### src/rtl/riscv_pkg.sv
// Shared types for the branch-predictor port arbiter.
package riscv_pkg;

  localparam int unsigned XLEN = 32;

  // One buffered branch resolution.
  typedef struct packed {
    logic [XLEN-1:0] pc;
    logic [XLEN-1:0] target;
    logic            taken;
  } pred_upd_t;

  typedef enum logic [0:0] {
    ARB_NORMAL,
    ARB_DRAIN
  } arb_state_e;

endpackage

### src/rtl/pred_upd_fifo.sv
// Synchronous FIFO of branch resolutions with a synchronous clear.
module pred_upd_fifo
  import riscv_pkg::*;
#(
  parameter int unsigned DEPTH = 4
) (
  input  logic                       clk,
  input  logic                       reset_n,
  input  logic                       clr_i,
  input  logic                       push_i,
  input  logic                       pop_i,
  input  pred_upd_t                  wdata_i,
  output pred_upd_t                  rdata_o,
  output logic                       full_o,
  output logic                       empty_o,
  output logic [$clog2(DEPTH):0]     count_o
);

  localparam int unsigned AW = $clog2(DEPTH);

  pred_upd_t         mem_q [DEPTH];
  logic [AW-1:0]     wr_ptr_q, wr_ptr_d;
  logic [AW-1:0]     rd_ptr_q, rd_ptr_d;
  logic [AW:0]       count_q, count_d;
  logic              do_push, do_pop;

  assign full_o  = (count_q == (AW+1)'(DEPTH));
  assign empty_o = (count_q == '0);
  assign count_o = count_q;
  assign rdata_o = mem_q[rd_ptr_q];

  // Pushes while full and pops while empty are ignored.
  assign do_push = push_i & ~full_o;
  assign do_pop  = pop_i & ~empty_o;

  // Pointer and occupancy next-state; clear wins over everything.
  always_comb begin
    wr_ptr_d = wr_ptr_q;
    rd_ptr_d = rd_ptr_q;
    count_d  = count_q;
    if (do_push) wr_ptr_d = wr_ptr_q + AW'(1);
    if (do_pop)  rd_ptr_d = rd_ptr_q + AW'(1);
    unique case ({do_push, do_pop})
      2'b10:   count_d = count_q + (AW+1)'(1);
      2'b01:   count_d = count_q - (AW+1)'(1);
      default: count_d = count_q;
    endcase
    if (clr_i) begin
      wr_ptr_d = '0;
      rd_ptr_d = '0;
      count_d  = '0;
    end
  end

  // Pointer and occupancy registers.
  always_ff @(posedge clk or negedge reset_n) begin
    if (!reset_n) begin
      wr_ptr_q <= '0;
      rd_ptr_q <= '0;
      count_q  <= '0;
    end else begin
      wr_ptr_q <= wr_ptr_d;
      rd_ptr_q <= rd_ptr_d;
      count_q  <= count_d;
    end
  end

  // Storage needs no reset; occupancy guards every read.
  always_ff @(posedge clk) begin
    if (do_push && !clr_i) mem_q[wr_ptr_q] <= wdata_i;
  end

endmodule

### src/rtl/pred_port_arb.sv
// Arbitrates the predictor's single PC port between fetch lookups and
// buffered branch-unit training updates.
module pred_port_arb
  import riscv_pkg::*;
#(
  parameter int unsigned FIFO_DEPTH = 4,
  parameter int unsigned STARVE_MAX = 3
) (
  input  logic                          clk,
  input  logic                          reset_n,
  input  logic                          flush_i,
  input  logic                          if_lookup_v_i,
  input  logic [XLEN-1:0]               if_lookup_pc_i,
  output logic                          if_lookup_ready_o,
  output logic                          if_pred_v_o,
  output logic [XLEN-1:0]               if_pred_pc_o,
  output logic                          if_pred_taken_o,
  input  logic                          bu_upd_v_i,
  input  logic [XLEN-1:0]               bu_upd_pc_i,
  input  logic [XLEN-1:0]               bu_upd_target_i,
  input  logic                          bu_upd_taken_i,
  output logic                          bu_upd_ready_o,
  output logic                          pred_en_o,
  output logic [XLEN-1:0]               pred_pc_branch_o,
  output logic [XLEN-1:0]               pred_pc_target_o,
  output logic                          pred_feedback_o,
  output logic                          pred_success_o,
  output logic                          pred_failed_o,
  input  logic [XLEN-1:0]               pred_pc_i,
  input  logic                          pred_taken_i,
  input  logic                          pred_v_i,
  output logic [$clog2(FIFO_DEPTH):0]   upd_count_o
);

  localparam int unsigned CW = $clog2(FIFO_DEPTH) + 1;
  localparam int unsigned SW = $clog2(STARVE_MAX + 1);

  arb_state_e    state_q, state_d;
  logic [SW-1:0] starve_q, starve_d;
  logic          fifo_full, fifo_empty, push, upd_gnt, lk_gnt;
  pred_upd_t     wdata, head;

  assign wdata          = '{pc: bu_upd_pc_i, target: bu_upd_target_i, taken: bu_upd_taken_i};
  assign bu_upd_ready_o = ~fifo_full;
  // A push coinciding with flush is dropped.
  assign push           = bu_upd_v_i & ~fifo_full & ~flush_i;

  pred_upd_fifo #(
    .DEPTH (FIFO_DEPTH)
  ) u_fifo (
    .clk     (clk),
    .reset_n (reset_n),
    .clr_i   (flush_i),
    .push_i  (push),
    .pop_i   (upd_gnt),
    .wdata_i (wdata),
    .rdata_o (head),
    .full_o  (fifo_full),
    .empty_o (fifo_empty),
    .count_o (upd_count_o)
  );

  // Single-cycle grant: updates win when draining, idle fetch, or starved.
  always_comb begin
    upd_gnt = ~fifo_empty & ((state_q == ARB_DRAIN) | ~if_lookup_v_i |
                             (starve_q == SW'(STARVE_MAX)));
    lk_gnt  = if_lookup_v_i & ~upd_gnt;
  end

  // Shared port mux and fetch-side pass-through.
  always_comb begin
    if_lookup_ready_o = lk_gnt;
    if_pred_v_o       = 1'b0;
    if_pred_pc_o      = '0;
    if_pred_taken_o   = 1'b0;
    pred_en_o         = 1'b0;
    pred_pc_branch_o  = '0;
    pred_pc_target_o  = '0;
    pred_feedback_o   = 1'b0;
    pred_success_o    = 1'b0;
    pred_failed_o     = 1'b0;
    if (upd_gnt) begin
      pred_pc_branch_o = head.pc;
      pred_pc_target_o = head.target;
      pred_feedback_o  = 1'b1;
      pred_success_o   = head.taken;
      pred_failed_o    = ~head.taken;
      // Only taken branches are worth allocating on a miss.
      pred_en_o        = head.taken;
    end else if (lk_gnt) begin
      pred_pc_branch_o = if_lookup_pc_i;
      if_pred_v_o      = pred_v_i;
      if_pred_pc_o     = pred_pc_i;
      if_pred_taken_o  = pred_taken_i;
    end
  end

  // Starvation counter and drain-mode next-state.
  always_comb begin
    starve_d = starve_q;
    state_d  = state_q;
    if (flush_i || upd_gnt || fifo_empty) begin
      starve_d = '0;
    end else if (lk_gnt && starve_q != SW'(STARVE_MAX)) begin
      starve_d = starve_q + SW'(1);
    end
    unique case (state_q)
      ARB_NORMAL: begin
        if (!flush_i && upd_count_o == CW'(FIFO_DEPTH)) state_d = ARB_DRAIN;
      end
      ARB_DRAIN: begin
        if (flush_i || fifo_empty || (upd_count_o == CW'(1) && upd_gnt && !push)) begin
          state_d = ARB_NORMAL;
        end
      end
      default: state_d = ARB_NORMAL;
    endcase
  end

  // Arbiter state registers.
  always_ff @(posedge clk or negedge reset_n) begin
    if (!reset_n) begin
      state_q  <= ARB_NORMAL;
      starve_q <= '0;
    end else begin
      state_q  <= state_d;
      starve_q <= starve_d;
    end
  end

endmodule
### config.mk
export PLATFORM = sky130hd
export DESIGN_NAME = pred_port_arb
export DESIGN_NICKNAME = d
export VERILOG_FILES = /design/src/rtl/riscv_pkg.sv /design/src/rtl/pred_upd_fifo.sv /design/src/rtl/pred_port_arb.sv
export SDC_FILE = /design/constraint.sdc
export NUM_CORES = 1
export LEC_CHECK = 0
export CAP_MARGIN = 20
export CELL_PAD_IN_SITES_DETAIL_PLACEMENT = 1
export CELL_PAD_IN_SITES_GLOBAL_PLACEMENT = 2
export CORE_UTILIZATION = 33
export CTS_CLUSTER_DIAMETER = 50
export CTS_CLUSTER_SIZE = 20
export DETAILED_ROUTE_END_ITERATION = 12
export PLACE_DENSITY_LB_ADDON = 0.1
export RECOVER_POWER = 50
export SETUP_SLACK_MARGIN = 0.3
export SYNTH_ARGS = -nofsm -noshare
export SYNTH_HDL_FRONTEND = slang
export SYNTH_SLANG_ARGS = --single-unit
### constraint.sdc
create_clock -name clk -period 3.1 [get_ports clk]
set_input_delay 0.775 -clock clk [delete_from_list [all_inputs] [get_ports clk]]
set_output_delay 0.775 -clock clk [all_outputs]
set_load 0.005 [all_outputs]
Yosys cells after proc, flatten, opt, wreduce, memory -nomap -nowiden. Memories as Yosys holds them, arrays and structs flattened. Cells that the tools add are included.

Memory bits (writable): 260. Word-level logic and storage cells: 73. Output and inout bits: 107. Memories: 1. Input bits: 136. Latch bits: 0. ROM bits: 0. Bits in registers: 10.

Memory list: u_fifo.mem_q (words 4, bits a word 65, read ports 1, clocked after memory_dff 0, write ports 1, RTL line pred_upd_fifo.sv:21) `pred_upd_t mem_q [DEPTH];`.

$mul: 0. Equality and inequality tests: 6. Reduce and logical (&&, ||, !) cells: 16. Bitwise logic cells: 15. $lt $le $gt $ge: 0. Add/subtract/negate cells: 5. Shifts and indexed selects: 0. Multiplexer cells: 25. Div/mod/pow operators: 0.

Operators by type and width (number): $mux W32 (5); $mux W2 (6); $mux W1 (11); $not A1 Y1 (7); $add A2 B1 Y2 const B (3); $and A1 B1 Y1 (6); $pmux W3 S2 (1); $reduce_bool A2 Y1 (3); $logic_and A1 B1 Y1 (5); $eq A2 B2 Y1 const B (2); $logic_or A1 B1 Y1 (4); $add A3 B1 Y3 const B (1); $eq A3 B1 Y1 const B (1); $eq A3 B3 Y1 const B (1); $logic_not A3 Y1 (1); $mux W3 (1); $reduce_bool A3 Y1 (1); $sub A3 B1 Y3 const B (1); $eq A2 B1 Y1 const B (1); $logic_not A1 Y1 (2); $ne A2 B2 Y1 const B (1); $or A1 B1 Y1 (2); $pmux W1 S2 (1).

Longest topological paths before layout. Gate-level depths: netlist (run 1).

Word-level depth: 9. Depth in mapped cells: 10.

Cells and area by module. Synthesis (run 1) repeated with hierarchy kept, for this count alone.

Cells, all modules: 536. Area total of the unflattened synthesis: 10931.7 um^2.

Modules (own cells, without submodules): pred_upd_fifo (cells each 404, area each 9948.3 um^2, sequential area each 7982.7 um^2, instances 1); pred_port_arb (cells each 132, area each 983.4 um^2, sequential area each 75.1 um^2, instances 1).

Worst setup path after synthesis (run 1). No wires, ideal clock.

Path type: input-to-reg. From: in bu_upd_v_i. To: mem u_fifo.mem_q[0][0] (netlist name) (enable). Stages on the path: 4. Data required time: 2.670 ns. Buffers on the path: 1. Path slack: -0.224 ns. Data arrival time: 2.894 ns. Cells stage by stage: a21bo_2 -> clkbuf_1 -> nor2_1 -> and2_1.

Cells in the longest elaborated chain, start to end: 6.

Ends and longest elaborated chain: start: declaration (RTL line pred_port_arb.sv:18) `input logic bu_upd_v_i,`; $and A1 B1 Y1 (2 in a row) (RTL line pred_port_arb.sv:46) `assign push = bu_upd_v_i & ~fifo_full & ~flush_i;`; $and A1 B1 Y1 (RTL line pred_upd_fifo.sv:33) `assign do_push = push_i & ~full_o;`; $logic_and A1 B1 Y1 (RTL line pred_upd_fifo.sv:70) `if (do_push && !clr_i) mem_q[wr_ptr_q] <= wdata_i;`; $mux W1 (RTL line pred_upd_fifo.sv:70); $mux W1 (not written as such) (RTL line pred_upd_fifo.sv:70); end: declaration (RTL line pred_upd_fifo.sv:21).

Every way passes these cells.

Final worst setup path (run 1).
From: reg starve_q[0]. To: out pred_pc_branch_o[0].

Cells in the longest elaborated chain, start to end: 7.

Ends and longest elaborated chain: start: declaration (RTL line pred_port_arb.sv:39) `logic [SW-1:0] starve_q, starve_d;`; start signal: assignment (RTL line pred_port_arb.sv:127) `starve_q <= starve_d;`; $eq A2 B2 Y1 (*) (RTL line pred_port_arb.sv:66) `(starve_q == SW'(STARVE_MAX)));`; $or A1 B1 Y1 (*) (RTL line pred_port_arb.sv:65) `upd_gnt = ~fifo_empty & ((state_q == ARB_DRAIN) | ~if_lookup_v_i |`; $and A1 B1 Y1 (*) (RTL line pred_port_arb.sv:65); $not A1 Y1 (RTL line pred_port_arb.sv:67) `lk_gnt = if_lookup_v_i & ~upd_gnt;`; $and A1 B1 Y1 (RTL line pred_port_arb.sv:67); $mux W32 (RTL line pred_port_arb.sv:90) `end else if (lk_gnt) begin`; $mux W32 (*) (RTL line pred_port_arb.sv:82) `if (upd_gnt) begin`; end: declaration (RTL line pred_port_arb.sv:24) `output logic [XLEN-1:0] pred_pc_branch_o,`.

Mark *: on every way between the ends. The rest lies on a longest branch, timed or not.

==> results of run 1 <==
## registers in the layout, indices dropped and copies added (netlist names)
register / count
u_fifo.count_o: 3
u_fifo.rd_ptr_q: 2
state_q: 1
u_fifo.mem_q: 260
u_fifo.wr_ptr_q: 2
starve_q: 2
## power groups by stage
stage                     combinational, mW  clock, mW  sequential, mW
after floorplan                        1.69          0            4.35
after global placement                 3.36          0            4.41
after detailed placement               3.41          0            4.42
after CTS                              4.73       3.42            4.33
after global routing                   5.10       3.55            4.34
final                                  4.75       3.33            4.32
## through the flow
step,power (mW),utilization (%)
2_1_floorplan,6.04,-
3_3_place_gp,7.77,43.6
3_5_place_dp,7.83,43.6
4_1_cts,12.5,50.7
5_1_grt,13.0,51.3
6_report,12.4,51.3
## worst min-delay path by stage
stage | start | end | slack [ps] | depth (start not counted)
5_1_grt | starve_q[0]$_DFFE_PN0P_ | starve_q[0]$_DFFE_PN0P_ | 520 | 1
3_3_place_gp | starve_q[0]$_DFFE_PN0P_ | starve_q[0]$_DFFE_PN0P_ | 430 | 1
3_5_place_dp | starve_q[0]$_DFFE_PN0P_ | starve_q[0]$_DFFE_PN0P_ | 450 | 1
4_1_cts | starve_q[0]$_DFFE_PN0P_ | starve_q[0]$_DFFE_PN0P_ | 450 | 1
2_1_floorplan | starve_q[0]$_DFFE_PN0P_ | starve_q[0]$_DFFE_PN0P_ | 420 | 1
6_report | starve_q[0]$_DFFE_PN0P_ | starve_q[0]$_DFFE_PN0P_ | 480 | 1
## routing by layer
layer	global-route usage [%]	routed length, um	share of wire [%]
met5	0	57	0.19
met4	4.43	518	1.7
met3	3.54	1620	5.3
met2	33.5	16200	53
met1	22.3	12300	40
## cell usage in the layout (no fill, tap or decap), types with 26 or more instances in the layout
cell | netlist | layout
edfxtp_1 | 260 | 260
buf_6 | 1 | 85
clkdlybuf4s50_1 | 0 | 71
dlygate4sd3_1 | 0 | 67
mux4_2 | 65 | 65
nand2_1 | 66 | 44
buf_12 | 0 | 36
and2_4 | 0 | 35
and3_4 | 0 | 33
buf_2 | 11 | 33
clkbuf_16 | 0 | 29
nand3_1 | 35 | 26
## cell type report
type / count / area (sq um)
antenna: 7 / 17.5
inverter: 7 / 38.8
tap: 442 / 553
timing repair buffer: 341 / 4000
clock buffer: 29 / 726
clock inverter: 24 / 216
multi-input combinational: 279 / 3120
fill: 3069 / 15900
sequential: 270 / 8070
## repair_timing
item | in CTS | in global routing
resized for setup | 622 | 32
setup endpoints to repair | 104 | 101
pin swaps | 52 | 15
buffers inserted | 44 | 6
gates cloned | 18 | 0
## cell families after synthesis
group / synth area share, %
buf+inv: 1.94
xor+xnor: 0.400
mux: 13.6
simple gates: 8.77
fa+ha+maj: 1.13
flops: 73.5
compound gates: 0.674
==> metrics.txt, run 1 <==
Max H-tree Level 1; drt pass-1 iters 6; post-route ant nets 0; cells after synthesis 596; top post-synthesis cells by area edfxtp_1, mux4_2, dfrtp_1; crit path from starve_q[0]$_DFFE_PN0P_; TNS Setup 0 ps; register bit total from synthesis 270; Critical Path Sink pred_pc_branch_o[0]; Crit Path Class reg -> out; final hold violations 0; largest net degree at the start of global routing 43; Post-synth EDFFs 260; top-count cell post-synth edfxtp_1; Tcrit/Tclk final 98.8%; Synth area leader edfxtp_1; CP bufs+invs 5; Max clock buf depth 3; CTS buffer count 29; Fin Clk Skew 21.3 ps; Critical Path Source Type flop; DRT Wirelength 30700 um; pre-CTS setup slack -466 ps; average cell area after synthesis 18.4 sq um; Seq/Total Area, Yosys 73.5%; fin area 16700 sq um; fmax 327 MHz; DR WL/cell 21.9 um; Post-synth ARST share 3.70%; Internal 8.81 mW; initial antenna violation count 11; WP depth 10; number of max-cap violations 0; die height 184 um; unrepaired setup endpoints after global routing yes; Cell Area, Synth 11000 sq um; Hold Path Class reg -> reg; core area 32600 sq um; final setup fails 0; Tightest Pin Transition 507 ps; Slowest cell on crit path or3b_4; CP Cell Sequence ha_4 > or3b_4 > nand2_8 > buf_12 > buf_8 > buf_6 > buf_6 > nand3_2 > nand2_1 > buf_2; vias in the first global route 7440; initial core utilization 33.6%; top cell type's share of synthesized area 71.2%; register share of total power 34.8%; IO Port Bufs 242; die area 33900 sq um; Non-Filler Instances 1399; arrival time of the worst setup path 2290 ps; Logic pwr share 38.3%; Top FF cell, synth edfxtp_1; sw frac 29.0%; min setup slack post-route 37.7 ps; R2R Path Start starve_q[0]$_DFFE_PN0P_; Critical R2R Capture u_fifo.count_o[2]$_DFFE_PN0P_; Yosys cell types 36; CP Capture Type output port; Top delay family on crit path simple AND/OR/NAND/NOR gates; Initial DRC Count 243; Slew headroom 66.1%; Ys Warns 0; nets 1073; syn nets 741; Commonest cells post-synth edfxtp_1, nand2_1, mux4_2; Worst Path Max Fanout 3; FF-to-FF setup slack 710 ps; CTS Sinks 270; GRT Total Usage 18.4%; cell mode on critical path buf_6; Max VDD drop 0.417 mV; row count 66; Clock Power Share 26.8%; outcome completed; Root Buffer clkbuf_16; Die Wd 184 um; TritonCTS clock tree done; first-pass GRT wire length 46000 um; Fin Hold WS 485 ps; hold_buf cts 0; Post-DP HPWL 17700 um; CP peak stage delay 420 ps; gpl congestion 0.671; share of cells above drive strength 1 45.8%; P&R area growth vs syn 52.7%; Switch Pwr 3.59 mW; Clk Latency, worst-skew pair 540 ps; drt via density 4.79; placed insts 1271; GRT Residual Overflow 0; drt drc 0; io pins 243; R2R cell count 10; crit path time final 3060 ps; Worst Path Required 2320 ps; via count 6703; clock slew at reported path FFs 60 ps; Power Density 741 nW/um^2; Max Slew Vio Count 0; Placed Area 14200 sq um; Leakage 6.02 nW
(Power assumes the default switching activity.)
==> run 2, diff against run 1 <==
--- a/config.mk
+++ b/config.mk
@@ -5,7 +5,6 @@
 export SDC_FILE = /design/constraint.sdc
 export NUM_CORES = 1
 export LEC_CHECK = 0
-export CAP_MARGIN = 20
 export CELL_PAD_IN_SITES_DETAIL_PLACEMENT = 1
 export CELL_PAD_IN_SITES_GLOBAL_PLACEMENT = 2
 export CORE_UTILIZATION = 33
==> results of run 2 <==
Final layout, timing and power as in run 1 (identical DEF).
